--- src/rtl/wb_pkg.sv ---
// Shared definitions for the two-master Wishbone arbiter: state encoding and
// the default bus-stall timeout.
package wb_pkg;

  typedef enum logic [1:0] {
    IDLE = 2'd0,
    GNT0 = 2'd1,
    GNT1 = 2'd2,
    ERR  = 2'd3
  } arb_state_e;

  localparam int TIMEOUT_CYCLES_DEF = 255;

endpackage

--- src/rtl/wb_arbiter2.sv ---
// Two-master round-robin Wishbone arbiter with locked cycles on one slave bus.
// Optional stall timeout with bus error: define WB_ARB_TIMEOUT_EN.
//
// state | meaning
// IDLE  | no grant, slave bus quiet, arbitrating on cyc
// GNT0  | master 0 owns the slave bus while m0_cyc_i stays high
// GNT1  | master 1 owns the slave bus while m1_cyc_i stays high
// ERR   | owner timed out; bus quiet until the owner drops cyc
module wb_arbiter2
  import wb_pkg::*;
#(
  parameter int ADDR_WIDTH     = 30,
  parameter int DATA_WIDTH     = 32,
  parameter int TIMEOUT_CYCLES = TIMEOUT_CYCLES_DEF
) (
  input  logic                    clk_i,
  input  logic                    rst_i,
  input  logic                    m0_cyc_i,
  input  logic                    m0_stb_i,
  input  logic                    m0_we_i,
  input  logic [ADDR_WIDTH-1:0]   m0_addr_i,
  input  logic [DATA_WIDTH-1:0]   m0_data_i,
  input  logic [DATA_WIDTH/8-1:0] m0_sel_i,
  output logic [DATA_WIDTH-1:0]   m0_data_o,
  output logic                    m0_ack_o,
  output logic                    m0_err_o,
  input  logic                    m1_cyc_i,
  input  logic                    m1_stb_i,
  input  logic                    m1_we_i,
  input  logic [ADDR_WIDTH-1:0]   m1_addr_i,
  input  logic [DATA_WIDTH-1:0]   m1_data_i,
  input  logic [DATA_WIDTH/8-1:0] m1_sel_i,
  output logic [DATA_WIDTH-1:0]   m1_data_o,
  output logic                    m1_ack_o,
  output logic                    m1_err_o,
  output logic                    s_cyc_o,
  output logic                    s_stb_o,
  output logic                    s_we_o,
  output logic [ADDR_WIDTH-1:0]   s_addr_o,
  output logic [DATA_WIDTH-1:0]   s_data_o,
  output logic [DATA_WIDTH/8-1:0] s_sel_o,
  input  logic [DATA_WIDTH-1:0]   s_data_i,
  input  logic                    s_ack_i
);

  arb_state_e state_q;
  logic       last_q;
  logic       own_q;
  logic       own_cyc;
  logic       own_stb;

  assign own_cyc = own_q ? m1_cyc_i : m0_cyc_i;
  assign own_stb = own_q ? m1_stb_i : m0_stb_i;

`ifdef WB_ARB_TIMEOUT_EN
  localparam logic [7:0] CntLast = 8'(TIMEOUT_CYCLES - 1);
  logic [7:0] cnt_q;
  logic       timeout_hit;

  // Hit on the stall cycle that brings the count to TIMEOUT_CYCLES.
  assign timeout_hit = ((state_q == GNT0) || (state_q == GNT1)) && own_cyc &&
                       own_stb && !s_ack_i && (cnt_q == CntLast);
`endif

  always_ff @(posedge clk_i) begin
    if (rst_i) begin
      state_q <= IDLE;
      last_q  <= 1'b1;
      own_q   <= 1'b0;
`ifdef WB_ARB_TIMEOUT_EN
      cnt_q   <= '0;
`endif
    end else begin
      case (state_q)
        IDLE: begin
`ifdef WB_ARB_TIMEOUT_EN
          cnt_q <= '0;
`endif
          // On a tie, last_q names the master that must yield.
          if (m0_cyc_i && (!m1_cyc_i || last_q)) begin
            state_q <= GNT0;
            own_q   <= 1'b0;
          end else if (m1_cyc_i) begin
            state_q <= GNT1;
            own_q   <= 1'b1;
          end
        end
        GNT0, GNT1: begin
          if (!own_cyc) begin
            state_q <= IDLE;
            last_q  <= own_q;
          end
`ifdef WB_ARB_TIMEOUT_EN
          else if (timeout_hit) begin
            state_q <= ERR;
            cnt_q   <= '0;
          end else if (s_ack_i) begin
            cnt_q <= '0;
          end else if (own_stb) begin
            cnt_q <= cnt_q + 8'd1;
          end
`endif
        end
`ifdef WB_ARB_TIMEOUT_EN
        ERR: begin
          if (!own_cyc) begin
            state_q <= IDLE;
            last_q  <= own_q;
          end
        end
`endif
        default: state_q <= IDLE;
      endcase
    end
  end

  always_comb begin
    s_cyc_o   = 1'b0;
    s_stb_o   = 1'b0;
    s_we_o    = 1'b0;
    s_addr_o  = '0;
    s_data_o  = '0;
    s_sel_o   = '0;
    m0_data_o = '0;
    m0_ack_o  = 1'b0;
    m0_err_o  = 1'b0;
    m1_data_o = '0;
    m1_ack_o  = 1'b0;
    m1_err_o  = 1'b0;
    case (state_q)
      GNT0: begin
        s_cyc_o   = m0_cyc_i;
        s_stb_o   = m0_stb_i;
        s_we_o    = m0_we_i;
        s_addr_o  = m0_addr_i;
        s_data_o  = m0_data_i;
        s_sel_o   = m0_sel_i;
        m0_ack_o  = s_ack_i;
        m0_data_o = s_data_i;
      end
      GNT1: begin
        s_cyc_o   = m1_cyc_i;
        s_stb_o   = m1_stb_i;
        s_we_o    = m1_we_i;
        s_addr_o  = m1_addr_i;
        s_data_o  = m1_data_i;
        s_sel_o   = m1_sel_i;
        m1_ack_o  = s_ack_i;
        m1_data_o = s_data_i;
      end
      default: ;
    endcase
`ifdef WB_ARB_TIMEOUT_EN
    if (timeout_hit) begin
      m0_err_o = !own_q;
      m1_err_o = own_q;
    end
`endif
  end

endmodule

--- config.mk ---
export PLATFORM = sky130hd
export DESIGN_NAME = wb_arbiter2
export DESIGN_NICKNAME = d
export VERILOG_FILES = /design/src/rtl/wb_pkg.sv /design/src/rtl/wb_arbiter2.sv
export SDC_FILE = /design/constraint.sdc
export NUM_CORES = 1
export LEC_CHECK = 0
export CAP_MARGIN = 20
export CELL_PAD_IN_SITES_DETAIL_PLACEMENT = 1
export CELL_PAD_IN_SITES_GLOBAL_PLACEMENT = 1
export CORE_MARGIN = 3
export CORE_UTILIZATION = 11
export CTS_CLUSTER_DIAMETER = 100
export DETAILED_ROUTE_END_ITERATION = 6
export PLACE_DENSITY = 0.76
export SYNTH_ARGS = -nofsm -noshare
export SYNTH_HDL_FRONTEND = slang
export SYNTH_SLANG_ARGS = --single-unit
--- constraint.sdc ---
create_clock -name clk_i -period 1.28 [get_ports clk_i]
set_input_delay 0.256 -clock clk_i [delete_from_list [all_inputs] [get_ports clk_i]]
set_output_delay 0.256 -clock clk_i [all_outputs]
set_load 0.01 [all_outputs]
==> flow_metrics.env, run 1 <==
export IMPL_rsz0062_at_grt="true"
export IMPL_tritoncts="yes"
export IMPL_synthesis_yosys_warnings=0
export IMPL_layout_filler_cells=1831
export IMPL_final_critical_path_setup_slack_ns=-0.552
export IMPL_fin_crit_sh_pct=143
export IMPL_core_area_um2=16000
export IMPL_cts_root_buf="clkbuf_16"
export IMPL_final_layout_size_suffix_gt1_share_pct=64.7
export IMPL_crit_slowest_cell="dfxtp_4"
export IMPL_ys_seq_elements=4
export IMPL_route_detailed_drc=0
export IMPL_area_delta_synth_final_pct=257
export IMPL_antenna_found_initial=0
export IMPL_worst_clock_skew_ns=0.00116
export IMPL_route_antenna_remaining_nets=0
export IMPL_synth_distinct_cells=24
export IMPL_peakVddDrop_v=0.000430
export IMPL_floorplan_initialDensity_pct=11.3
export IMPL_via_per_inst=4.22
export IMPL_detailedRoute_firstPassIterationCount=4
export IMPL_hold_class="primary input to flip-flop"
export IMPL_synth_common_cells="a22oi_1 (70), nor2b_1 (69), and2_1 (66), buf_4 (14), clkbuf_1 (8)"
export IMPL_p_leak_nw=2.57
export IMPL_final_min_clock_period_ns=1.83
export IMPL_first_global_vias=3907
export IMPL_final_core_utilization_pct=40.3
export IMPL_cts_root_to_sink_buffers=2
export IMPL_place_hpwl_um=11000
export IMPL_wl_um=16200
export IMPL_worstSkewPairLatency_ns=0.23
export IMPL_post_synth_inst_count=266
export IMPL_cp_slowest_stage_delay_ns=0.37
export IMPL_htree_num_levels=1
export IMPL_clk_pin_slew_ns=0.03
export IMPL_tritoncts_num_sinks=4
export IMPL_ios=310
export IMPL_preCtsSetupSlack_ns=-0.691
export IMPL_critical_path_top_delay_family="buffers and inverters"
export IMPL_synth_area_leaders="a22oi_1 (29%), nor2b_1 (24%), and2_1 (23%)"
export IMPL_placementRows=46
export IMPL_powerDensity_nw_per_um2=867
export IMPL_globalRoute_totalOverflow=0
export IMPL_drv_slew=0
export IMPL_wl_per_cell_um=19.8
export IMPL_synth_largest_area_cell="a22oi_1"
export IMPL_outcome="finished, violations left"
export IMPL_synth_main_ff_cell="dfxtp_1"
export IMPL_port_buffers=307
export IMPL_numCtsBuffers=3
export IMPL_grt_max_degree=25
export IMPL_setup_tns_ns=-58.29
export IMPL_detailedRoute_firstIterationViolations=48
export IMPL_start_kind="flip-flop"
export IMPL_critical_path_class="flip-flop to output pin"
export IMPL_synth_most_common_cell="a22oi_1"
export IMPL_maximum_fanout_along_the_worst_path=7
export IMPL_worst_setup_path_end_kind="output pin"
export IMPL_post_synth_instance_area_um2=1810
export IMPL_timing_fmax_mhz=546
export IMPL_critical_path_cell_list="inv_4, ha_4, buf_12, buf_16, buf_6, a22oi_2, nor2b_2, buf_2"
export IMPL_worst_ep_arrival_time_ns=1.58
export IMPL_maxCapViolations=0
export IMPL_vias=3443
export IMPL_violated_checks="negative setup slack"
export IMPL_synth_largest_type_area_fraction_pct=29.0
export IMPL_timing_critical_path_buf_inv=5
export IMPL_synthArstFlopShare_pct=0
export IMPL_fp_dieArea_um2=18000
export IMPL_grt_total_usage_pct=16.7
export IMPL_avgSynthCellArea_um2=6.80
export IMPL_number_of_enable_flip_flop_cells_after_synthesis=0
export IMPL_worst_ep_required_time_ns=1.02
export IMPL_n_antenna_cell=0
export IMPL_grt_pass1_wl_um=23500
export IMPL_gp_congestion=0.805
export IMPL_die_w_um=134
export IMPL_finalHoldViolCount=0
export IMPL_synth_sequential_area_ratio_pct=4.43
export IMPL_nNetsFinal=778
export IMPL_floorplan_die_height_um=134
export IMPL_fin_worst_hold_slack_ns=0.558
export IMPL_final_setup_viol_count=138
==> metal layers <==
metal,global-route usage (%),wire length [um],vias up
met5,0,0,-
met3,4.05,1300,11
met1,18.2,6050,1614
met4,2.26,135,0
met2,33.1,8700,208
li1,-,-,1610
==> repair_timing <==
item / in CTS / in global routing
hold buffers: 0 / 0
buffers inserted: 24 / 4
endpoints found under the setup margin: 138 / 139
pin swaps: 55 / 31
resized for setup: 655 / 50
gates cloned: 18 / 2
==> flip-flops by register name, summed over array words and instances (netlist names) <==
signal	flops
last_q	1
own_q	1
state_q	2
==> worst min-delay path: cells and delay by family <==
kind	cells	cell delay, ns
buffers and inverters	2	0.27
and+or+nand+nor	1	0.10
AOI/OAI and AO/OA	2	0.11
==> cell type report <==
class / instances / area, um2 / area share (%)
timing repair buffer: 362 / 3690 / 57.2
multi-input combinational: 227 / 2310 / 35.8
tap: 216 / 270 / 4.19
sequential: 4 / 87.6 / 1.36
clock buffer: 3 / 75.1 / 1.16
inverter: 4 / 20.0 / 0.310
==> through the flow <==
stage	area [um2]	std cells	power (mW)
floorplan	2550	267	2.33
global placement	5830	777	3.90
detailed placement	5830	777	3.99
CTS	6460	822	5.75
global route	6450	816	5.93
finish	6450	816	5.59
==> final timing paths <==
path	startpoint	endpoint	slack, ns	cells past startpoint
worst max-delay path	state_q[0]$_SDFFE_PP0P_	s_addr_o[5]	-0.55	8
worst min-delay path	m0_cyc_i	state_q[1]$_SDFFE_PP0P_	0.56	5
worst max register to register	state_q[0]$_SDFFE_PP0P_	state_q[0]$_SDFFE_PP0P_	-0.05	5
worst min register to register	last_q$_SDFFE_PP1P_	last_q$_SDFFE_PP1P_	0.57	2
==> power breakdown <==
| group | internal, mW | switching, mW | total, mW |
|---|---|---|---|
| Clock | 0.400 | 0.0963 | 0.496 |
| Sequential | 0.156 | 0.0418 | 0.197 |
| Combinational | 2.91 | 1.99 | 4.90 |
| Total | 3.47 | 2.13 | 5.59 |
==> layout by cell type (no fill, tap or decap), types with 3 or more instances in the layout <==
cell type / count
a22oi_2: 70
buf_6: 74
clkbuf_16: 5
ha_4: 3
buf_12: 12
clkdlybuf4s50_1: 170
buf_4: 12
nor2b_2: 53
buf_8: 3
and2_1: 24
buf_16: 12
buf_2: 75
nor2b_4: 16
and2_4: 42
==> kinds of logic (layout without fill, tap and decap cells) <==
| group | Yosys count | after routing | synth area share [%] |
|---|---|---|---|
| flops | 4 | 4 | 4.43 |
| buf+inv | 36 | 369 | 11.1 |
| compound gates | 80 | 80 | 33.2 |
| other cells | 1 | 2 | 0.207 |
| mux | 1 | 1 | 0.830 |
| fa+ha+maj | 3 | 3 | 2.07 |
| simple gates | 141 | 141 | 48.2 |
(Power assumes the default switching activity.)
==> run 2, diff against run 1 <==
--- a/config.mk
+++ b/config.mk
@@ -13,6 +13,7 @@
 export CTS_CLUSTER_DIAMETER = 100
 export DETAILED_ROUTE_END_ITERATION = 6
 export PLACE_DENSITY = 0.76
+export RECOVER_POWER = 100
 export SYNTH_ARGS = -nofsm -noshare
 export SYNTH_HDL_FRONTEND = slang
 export SYNTH_SLANG_ARGS = --single-unit
==> results of run 2 <==
Same layout as run 1: the final DEF is identical, and so are final timing and power.
